<file path="src/rtl/bit64_divide_seq.sv">
// Sequential signed 64-bit divider: radix-2 restoring division on magnitudes, then sign fix-up.
// Define BIT64_DIVIDE_SAT_EN for saturating divide-by-zero/overflow results; otherwise raw results are returned.
module bit64_divide_seq (
  input  logic        clk,
  input  logic        rst,
  input  logic        in_valid,
  output logic        in_ready,
  input  logic [63:0] dividend,
  input  logic [63:0] divisor,
  output logic        out_valid,
  input  logic        out_ready,
  output logic [63:0] quotient,
  output logic [63:0] remainder,
  output logic        div_zero,
  output logic        overflow
);

  typedef enum logic [1:0] {IDLE, CALC, FIX, DONE} state_t;

  localparam logic [63:0] MIN64 = 64'h8000_0000_0000_0000;
  localparam logic [63:0] MAX64 = 64'h7FFF_FFFF_FFFF_FFFF;

  state_t      state, state_next;
  logic [5:0]  count;
  logic [63:0] rem_acc, quo_acc, den_mag;
  logic        sign_q, sign_r;

  logic        accept, is_zero, is_ovf, take;
  logic [63:0] dvd_mag, dsr_mag;
  logic [64:0] rem_shift, rem_sub;
  logic [63:0] zero_quo, zero_rem, ovf_quo, ovf_rem;

  assign accept  = in_valid && in_ready;
  assign is_zero = (divisor == 64'd0);
  assign is_ovf  = (dividend == MIN64) && (divisor == '1);
  assign dvd_mag = dividend[63] ? (~dividend + 64'd1) : dividend;
  assign dsr_mag = divisor[63]  ? (~divisor  + 64'd1) : divisor;

  // Partial remainder never exceeds the divisor magnitude, so the borrow bit decides the restore.
  assign rem_shift = {rem_acc, quo_acc[63]};
  assign rem_sub   = rem_shift - {1'b0, den_mag};
  assign take      = ~rem_sub[64];

  always_comb begin
`ifdef BIT64_DIVIDE_SAT_EN
    zero_quo = dividend[63] ? MIN64 : MAX64;
    zero_rem = 64'd0;
    ovf_quo  = MAX64;
    ovf_rem  = 64'd0;
`else
    zero_quo = '1;
    zero_rem = dividend;
    ovf_quo  = MIN64;
    ovf_rem  = 64'd0;
`endif
  end

  always_ff @(posedge clk or posedge rst) begin
    if (rst) state <= IDLE;
    else     state <= state_next;
  end

  always_comb begin
    state_next = state;
    in_ready   = (state == IDLE) && !rst;
    out_valid  = (state == DONE);
    case (state)
      IDLE: if (accept) state_next = (is_zero || is_ovf) ? DONE : CALC;
      CALC: if (count == 6'd0) state_next = FIX;
      FIX:  state_next = DONE;
      DONE: if (out_ready) state_next = IDLE;
      default: state_next = IDLE;
    endcase
  end

  always_ff @(posedge clk or posedge rst) begin
    if (rst) begin
      count     <= 6'd0;
      rem_acc   <= 64'd0;
      quo_acc   <= 64'd0;
      den_mag   <= 64'd0;
      sign_q    <= 1'b0;
      sign_r    <= 1'b0;
      quotient  <= 64'd0;
      remainder <= 64'd0;
      div_zero  <= 1'b0;
      overflow  <= 1'b0;
    end else begin
      case (state)
        IDLE: begin
          if (accept) begin
            sign_q   <= dividend[63] ^ divisor[63];
            sign_r   <= dividend[63];
            quo_acc  <= dvd_mag;
            den_mag  <= dsr_mag;
            rem_acc  <= 64'd0;
            count    <= 6'd63;
            div_zero <= is_zero;
            overflow <= is_ovf;
            if (is_zero) begin
              quotient  <= zero_quo;
              remainder <= zero_rem;
            end else if (is_ovf) begin
              quotient  <= ovf_quo;
              remainder <= ovf_rem;
            end
          end
        end
        CALC: begin
          rem_acc <= take ? rem_sub[63:0] : rem_shift[63:0];
          quo_acc <= {quo_acc[62:0], take};
          count   <= count - 6'd1;
        end
        FIX: begin
          quotient  <= sign_q ? (~quo_acc + 64'd1) : quo_acc;
          remainder <= sign_r ? (~rem_acc + 64'd1) : rem_acc;
        end
        DONE: begin
          if (out_ready) begin
            div_zero <= 1'b0;
            overflow <= 1'b0;
          end
        end
        default: ;
      endcase
    end
  end

endmodule
</file>
<file path="config.mk">
export PLATFORM = sky130hd
export DESIGN_NAME = bit64_divide_seq
export DESIGN_NICKNAME = d
export VERILOG_FILES = /design/src/rtl/bit64_divide_seq.sv
export SDC_FILE = /design/constraint.sdc
export NUM_CORES = 1
export LEC_CHECK = 0
export ABC_AREA = 1
export CORE_MARGIN = 2
export CORE_UTILIZATION = 35
export DETAILED_ROUTE_END_ITERATION = 8
export SLEW_MARGIN = 10
export SYNTH_ARGS = -nofsm -noshare
export SYNTH_HDL_FRONTEND = slang
export SYNTH_SLANG_ARGS = --single-unit
</file>
<file path="constraint.sdc">
create_clock -name clk -period 14.8 [get_ports clk]
set_input_delay 2.22 -clock clk [delete_from_list [all_inputs] [get_ports clk]]
set_output_delay 2.22 -clock clk [all_outputs]
set_load 0.01 [all_outputs]
</file>
==> reports/results.md, run 1 <==
| Stage | Result | Reported |
|:---|:---|:---|
| global routing | Residual overflow from global routing | 0 |
| global routing | Met1 usage in global routing | 0.3689 |
| logic synthesis | Post-synth EDFFs | 0 |
| detailed routing | Antenna Nets Post-Route | 0 |
| detailed routing | Total wire length after detailed routing | 127900 um |
| power | Switching power as a share of total power | 0.5188 |
| detailed routing | Pre-antenna DRT Iters | 6 |
| final layout | Post-layout instance count excluding filler cells | 6321 |
| global routing | Layer carrying the most global-route usage | met2 |
| global routing | Met2 usage in global routing | 0.4974 |
| die | Num ports | 264 |
| timing | Achievable Freq | 0.1726 GHz |
| logic synthesis | Synth cell types | 50 |
| placement | Total instance count after detailed placement | 6248 |
| placement | Placed cell areas | 32980 um^2 |
| timing | Tightest slew margin relative to the limit | 0.2642 |
| placement | Last weighted congestion value of the routability-driven placer | 1.040 |
| setup path | WP data arrival | 3570 ps |
| setup path | Peak fanout along the critical path | 2 |
| power | Part of the power in registers | 0.234 |
| setup path | Sum of buffers and inverters on the critical path | 2 |
| detailed routing | Via count normalized by instance count | 5.091 |
| setup path | Setup slack of the worst register-to-register path | 11250 ps |
| final layout | Fraction of layout instances using a drive strength above 1 | 0.03111 |
| power | Internal portion of total power | 3.124 mW |
| clock network | Largest buffer count on any clock path | 3 |
| clock network | Clock latency of the later-clocked register in the worst-skew pair | 590 ps |
| logic synthesis | Netlist area before placement | 29480 um^2 |
| logic synthesis | Ys flop type | dfrtp_1 |
| clock network | Depth of the CTS H-tree | 2 |
| timing | Final Hold Slack | 475.5 ps |
| setup path | Cell repeated most along the worst path | clkdlybuf4s50_1 |
| die | Initial Utilization | 0.3528 |
| clock network | Clock Root Buffer | clkbuf_16 |
| power | Worst vdd rail ir drop | 0.09022 mV |
| detailed routing | Routed len/inst | 20.24 um |
| die | Core area | 83560 um^2 |
| timing | Number of max-slew violations in the final report | 0 |
| timing | Worst Setup Slack, final | 9005 ps |
| global routing | Wire length of the first global-routing pass | 191300 um |
| placement | Half-perimeter wire length of the detailed placement result | 103500 um |
| power | Combinational cell fraction of total power | 0.600 |
| logic synthesis | Synthesis warning total | 0 |
| timing | RSZ-0062 raised after global routing | no |
| timing | Total negative slack for setup checks | 0 ps |
| power | Clock power share | 0.166 |
| clock network | CTS-repair resized insts | 0 |
| timing | Time the final worst path needs with I/O delays and setup | 5795 ps |
| final layout | Area Overhead vs Synth | 16.64% |
| logic synthesis | Library cell with the largest summed area after synthesis | dfrtp_1 |
| detailed routing | Detailed Route Iter0 Violations | 2383 |
| power | Power density normalized to cell area | 188.8 nW/um^2 |
| detailed routing | DR DRC count | 0 |
| job | Max Cap Viol | 0 |
| global routing | GR Util met3 | 0.02424 |
| hold path | Type of the tightest min-delay check | register to register |
| setup path | Worst setup path class | primary input to output pin |
| logic synthesis | Post-Synthesis Mean Instance Area | 5.861 um^2 |
| power | Net Switching | 3.367 mW |
| final layout | Post-route cell area | 34390 um^2 |
| clock network | Number of setup buffers added after CTS | 0 |
| die | Die boundary height | 294.2 um |
| detailed routing | Routed vias | 32182 |
| global routing | Largest net degree at the start of global routing | 95 |
| timing | Least-Margin Pin Slew | 1095 ps |
| setup path | Required time at the endpoint of the critical path | 12580 ps |
| setup path | CP delay by family, top | buffers and inverters |
| clock network | Number of clock buffers inserted by TritonCTS | 41 |
| logic synthesis | Cell with the most instances after synthesis | nand2_1 |
| setup path | Critical-path top delay cell | clkdlybuf4s50_1 |
| logic synthesis | Yosys top cell area share | 0.2818 |
| global routing | Global-route usage over all layers | 0.2917 |
| final layout | Nets | 5420 |
| logic synthesis | Fraction of registers with async set/reset | 1.000 |
| clock network | CTS Sinks | 332 |
| final layout | Count of filler cells inserted in the layout | 9312 |
| logic synthesis | Top cells by count, synth | nand2_1, inv_1, nor2_1, nand3_1, dfrtp_1 |
| global routing | Initial antenna violation count | 2 |
| setup path | Sort of element at the end of the critical path | output pin |
| clock network | Cts-stage hold buffer count | 0 |
| logic synthesis | Sequential fraction of the synthesis area | 0.2818 |
| setup path | Max stage delay on crit path | 590 ps |
| die | Die area | 86570 um^2 |
| logic synthesis | Flops & latches, synth | 332 |
| timing | Final setup viols | 0 |
| placement | Count of input and output buffers | 263 |
| setup path | Type of origin of the critical path | primary input |
| global routing | Vias in the first global route | 30951 |
| die | Floorplan row count | 106 |
| power | Cell leakage power | 18.10 nW |
| outcome | Run status | finished, final reports clean |
| placement | Worst-case setup slack after placement | 8683 ps |
| setup path | CP cell instances | clkdlybuf4s50_1, nor2_1, clkdlybuf4s50_1 |
| timing | Final Hold Vio Count | 0 |
| logic synthesis | Leading post-synthesis cells by cell area | dfrtp_1, nand2_1, inv_1 |
| timing | Skew final | 26.74 ps |
| clock network | CTS tree | done |
| logic synthesis | Number of instances in the synthesized netlist | 5030 |
| clock network | CTS clock-pin slew for the worst setup and hold paths | 60 ps |
| logic synthesis | Total nets after synthesis | 5239 |
| die | X dimension of the die | 294.2 um |
| timing | Portion of the clock cycle consumed by the worst path in the final layout | 0.3915 |
cell usage in the layout (no fill, tap or decap), types with 4 or more instances in the layout:
cell             count
nand3_1            443
nand3b_1            21
nor2_1             523
nand2_2              8
nor3_1              83
o211ai_1            13
bufinv_16            5
clkbuf_16           42
nor4_1              15
buf_4               37
o221ai_1            28
clkdlybuf4s50_1    261
dfrtp_1            330
inv_2               10
nor2_2              14
o21ai_0            232
o21ai_1             23
inv_1              684
clkbuf_8             8
xor2_1              63
xnor2_1             36
clkbuf_1             9
a31oi_1              4
and3_1               4
a21oi_1            171
or2_2               11
ha_1                75
and2_1               7
nand2_1           1884
o22ai_1             34
nand4_1             81
o31ai_1             13
clkinv_2             5
o21bai_1            28
power by group through the flow:
stage                     combinational [mW]  sequential, mW  clock [mW]
after floorplan                         2.36            1.51           0
after global placement                  3.84            1.52           0
after detailed placement                3.85            1.53           0
after CTS                               3.87            1.52        1.11
after global routing                    4.30            1.56        1.14
final                                   3.89            1.52        1.08
sequential cells by signal (all words and copies together) (netlist names), 2 cells and up:
register   count
count          6
quo_acc       64
den_mag       64
rem_acc       64
remainder     64
quotient      64
state          2
tightest hold or removal path, cell delays in order (launching register included):
cell     delay (ps)
dfrtp_1         340
nand2_1          50
nand2_1          50
path summary, 6_finish.rpt:
kind	startpoint	to	cells after the start
hold / removal	quotient[12]	quotient[12]	2
max in group asynchronous	rst	quo_acc[34]	4
setup reg to reg	quo_acc[63]	rem_acc[13]	19
hold reg to reg	quotient[12]	quotient[12]	2
min in group asynchronous	rst	remainder[3]	2
setup / recovery	rst	in_ready	3
final cells by class:
class | instances | area (um^2) | area share
clock inverter | 13 | 212.7 | 0.006185
inverter | 697 | 2625 | 0.07633
sequential | 332 | 8310 | 0.2417
multi-input combinational | 3839 | 17790 | 0.5174
timing repair buffer | 300 | 2900 | 0.08434
clock buffer | 59 | 1195 | 0.03475
tap | 1080 | 1351 | 0.03929
antenna | 1 | 2.502 | 0.00007277
cell families (layout without fill, tap and decap cells):
family	Yosys count	count (layout)	synth area share
buffers and inverters	859	1069	0.1156
AOI/OAI and AO/OA	552	552	0.1042
xor gates and xnor gates	99	99	0.02941
adders and majority gates	77	77	0.03293
other	0	1	0
DFF	332	332	0.2818
and+or+nand+nor	3111	3111	0.4360
metal layers:
layer  vias to the layer above  routed length (um)  part of all wire
li1                      16314                   -                 -
met1                     14703               55520              0.43
met2                       918               60100              0.47
met4                         2                7302             0.057
met3                       245                4990             0.039
met5                         -                  13           0.00010
through the flow:
step | total power, mW | util
CTS | 6.488 | 0.4115
detailed placement | 5.384 | 0.3947
finish | 6.491 | 0.4116
global placement | 5.367 | 0.3947
floorplan | 3.868 | -
global route | 7.001 | 0.4115
Note: power is estimated with default switching activity, not from simulation.
==> inputs of run 2 (changes only) <==
==> constraint.sdc (replaced) <==
create_clock -name clk -period 5.3 [get_ports clk]
set_input_delay 0.795 -clock clk [delete_from_list [all_inputs] [get_ports clk]]
set_output_delay 0.795 -clock clk [all_outputs]
set_load 0.01 [all_outputs]
==> run 2 against run 1 <==
Clock skew down 6.9 ps; final area is 0.14% higher; sequential cell count did not move; routed wire length shrank 0.83%; register-to-register slack lost 9900 ps; via count decreased by 0.21%; count of clock-buffer cells in the layout unchanged; die area did not move; critical path type is now register to register; largest cell class unchanged.
==> reports/results.md, run 2 (synthesized netlist as in run 1, its figures left out) <==
| Stage | Result | Reported | Change |
|:---|:---|:---|:---|
| hold path | Type of the tightest min-delay check | register to register | unchanged |
| setup path | Worst setup path class | register to register | was primary input to output pin |
| final layout | Area taken by flip-flops and latches | 8310 um^2 | unchanged |
| job | Max Cap Viol | 0 | unchanged |
| hold path | Endpoint, Worst Hold | quotient[50] | was quotient[12] |
| setup path | Worst R2R Start | quo_acc[63] | unchanged |
| clock network | Largest buffer count on any clock path | 3 | unchanged |
| die | Die boundary height | 294.2 um | unchanged |
| clock network | Number of setup buffers added after CTS | 0 | unchanged |
| die | Floorplan row count | 106 | unchanged |
| clock network | Cts-stage hold buffer count | 0 | unchanged |
| die | Initial Utilization | 0.3528 | unchanged |
| setup path | CP cell instances | inv_1, ha_1, fa_1, inv_1, nand2_1, nand2_1, nand3_1, nand2_1, nand2_1, nand2_2, nand2_1, nand2_2, nand2_2, nand3_2, nand2_2, buf_4, nand2_1, nand3_1, nand2_1 | was clkdlybuf4s50_1, nor2_1, clkdlybuf4s50_1 |
| global routing | Residual overflow from global routing | 0 | unchanged |
| timing | Achievable Freq | 0.2555 GHz |  |
| detailed routing | Total wire length after detailed routing | 126900 um | was 127900 um |
| global routing | Vias in the first global route | 30979 | was 30951 |
| detailed routing | Detailed Route Iter0 Violations | 2390 | was 2383 |
| placement | Placed cell areas | 32980 um^2 | about the same |
| timing | Skew final | 19.88 ps | was 26.74 ps |
| die | Die area | 86570 um^2 | unchanged |
| setup path | Sort of element at the end of the critical path | register | was output pin |
| setup path | Setup slack of the worst register-to-register path | 1390 ps | was 11250 ps |
| power | Power density normalized to cell area | 526.1 nW/um^2 | was 188.8 nW/um^2 |
| clock network | CTS clock-pin slew for the worst setup and hold paths | 60 ps | about the same |
| final layout | Count of filler cells inserted in the layout | 9348 | was 9312 |
| final layout | Most frequent cells in the layout | nand2_1, inv_1, nor2_1, nand3_1, dfrtp_1 | unchanged |
| placement | Half-perimeter wire length of the detailed placement result | 102900 um | was 103500 um |
| timing | Least-Margin Pin Slew | 1393 ps | was 1095 ps |
| clock network | CTS-repair resized insts | 0 | unchanged |
| setup path | Type of origin of the critical path | register | was primary input |
| final layout | Post-layout instance count excluding filler cells | 6324 | was 6321 |
| setup path | Cell repeated most along the worst path | nand2_1 | was clkdlybuf4s50_1 |
| clock network | CTS Sinks | 332 | unchanged |
| detailed routing | Routed len/inst | 20.06 um | was 20.24 um |
| final layout | Post-route cell area | 34440 um^2 | was 34390 um^2 |
| power | Worst vdd rail ir drop | 0.2699 mV | was 0.09022 mV |
| placement | Total instance count after detailed placement | 6244 | was 6248 |
| outcome | Run status | finished, final reports clean | unchanged |
| detailed routing | Via count normalized by instance count | 5.078 | was 5.091 |
| clock network | Depth of the CTS H-tree | 2 | unchanged |
| timing | Total negative slack for setup checks | 0 ps | unchanged |
| placement | Last weighted congestion value of the routability-driven placer | 0.9802 | was 1.040 |
| detailed routing | Pre-antenna DRT Iters | 5 | was 6 |
| placement | Count of input and output buffers | 263 | unchanged |
| final layout | Nets | 5417 | was 5420 |
| power | Total power consumption of the routed design | 18.12 mW | was 6.491 mW |
| clock network | CTS tree | done | unchanged |
| setup path | Max stage delay on crit path | 580 ps | was 590 ps |
| clock network | Clock latency of the later-clocked register in the worst-skew pair | 590 ps | about the same |
| timing | Final Hold Vio Count | 0 | unchanged |
| die | Num ports | 264 | unchanged |
| final layout | Footprint of the multi-input gates | 17790 um^2 | unchanged |
| global routing | Global-route usage over all layers | 0.2905 | was 0.2917 |
| timing | Final setup viols | 0 | unchanged |
| detailed routing | Routed vias | 32113 | was 32182 |
| final layout | Fraction of layout instances using a drive strength above 1 | 0.03167 | was 0.03111 |
| setup path | Critical-path top delay cell | buf_4 | was clkdlybuf4s50_1 |
| setup path | Required time at the endpoint of the critical path | 5760 ps | was 12580 ps |
| clock network | Number of clock buffers inserted by TritonCTS | 42 | was 41 |
| global routing | Wire length of the first global-routing pass | 191100 um | was 191300 um |
| setup path | WP data arrival | 4380 ps | was 3570 ps |
| timing | Number of max-slew violations in the final report | 0 | unchanged |
| timing | Tightest slew margin relative to the limit | 0.06157 | was 0.2642 |
| final layout | Commonest non-fill, non-tap cell in the layout | nand2_1 | unchanged |
| power | Cell leakage power | 18.11 nW | was 18.10 nW |
| setup path | FF-to-FF path depth | 19 | unchanged |
| timing | Portion of the clock cycle consumed by the worst path in the final layout | 0.7386 |  |
| global routing | Initial antenna violation count | 1 | was 2 |
| die | X dimension of the die | 294.2 um | unchanged |
| detailed routing | DR DRC count | 0 | unchanged |
| final layout | Area Overhead vs Synth | 16.81% | was 16.64% |
| timing | RSZ-0062 raised after global routing | no | unchanged |
| die | Core area | 83560 um^2 | unchanged |
| clock network | Clock Root Buffer | clkbuf_16 | unchanged |
| timing | Time the final worst path needs with I/O delays and setup | 3914 ps |  |
| hold path | Hold path startpoint | quotient[50] | was quotient[12] |
| global routing | Largest net degree at the start of global routing | 135 | was 95 |
| hold path | Worst Hold Depth | 2 | unchanged |
| setup path | Reg2reg end | rem_acc[62] | was rem_acc[13] |
| setup path | Peak fanout along the critical path | 56 | was 2 |
| detailed routing | Antenna Nets Post-Route | 0 | unchanged |
-- run 2: final cells by class --
cell class	count	area share
sequential	332	0.2413
antenna	3	0.0002180
multi-input combinational	3839	0.5167
timing repair buffer	296	0.08444
clock buffer	59	0.03561
inverter	697	0.07612
tap	1080	0.03924
clock inverter	18	0.006395
-- run 2: power by group --
part | switching (mW) | internal [mW]
Combinational | 7.46 | 3.41
Clock | 1.21 | 1.81
Sequential | 0.743 | 3.49
-- run 2: worst max-delay path by stage --
stage	startpoint	endpoint	slack, ps
floorplan	rst	count[0]	70
global placement	divisor[54]	quotient[0]	870
detailed placement	divisor[54]	quotient[3]	810
CTS	divisor[54]	quotient[3]	1420
global route	quo_acc[63]	rem_acc[35]	1180
finish	quo_acc[63]	rem_acc[62]	1390
-- run 2: critical path: cells and delay by family, from the launching register on --
kind          cells  cell delay [ps]
simple gates     14             1780
buf+inv           3             1030
flops             1              400
fa+ha+maj         2              510
-- run 2: per-stage QoR --
step,hold slack [ps],worst slack (ps),utilization
after detailed placement,465.5,811.8,0.3947
after CTS,479.9,1419,0.4121
after global placement,463.5,872.4,0.3947
after floorplan,448.8,70.36,-
after global routing,489.4,1182,0.4121
final,474.2,1386,0.4121
-- run 2: routing by layer --
layer	GRT usage	wire (um)	vias to the layer above
met4	0.1544	7859	0
met1	0.3618	53840	14646
met2	0.4982	59880	955
met5	0	0	-
li1	-	-	16288
met3	0.02485	5300	224
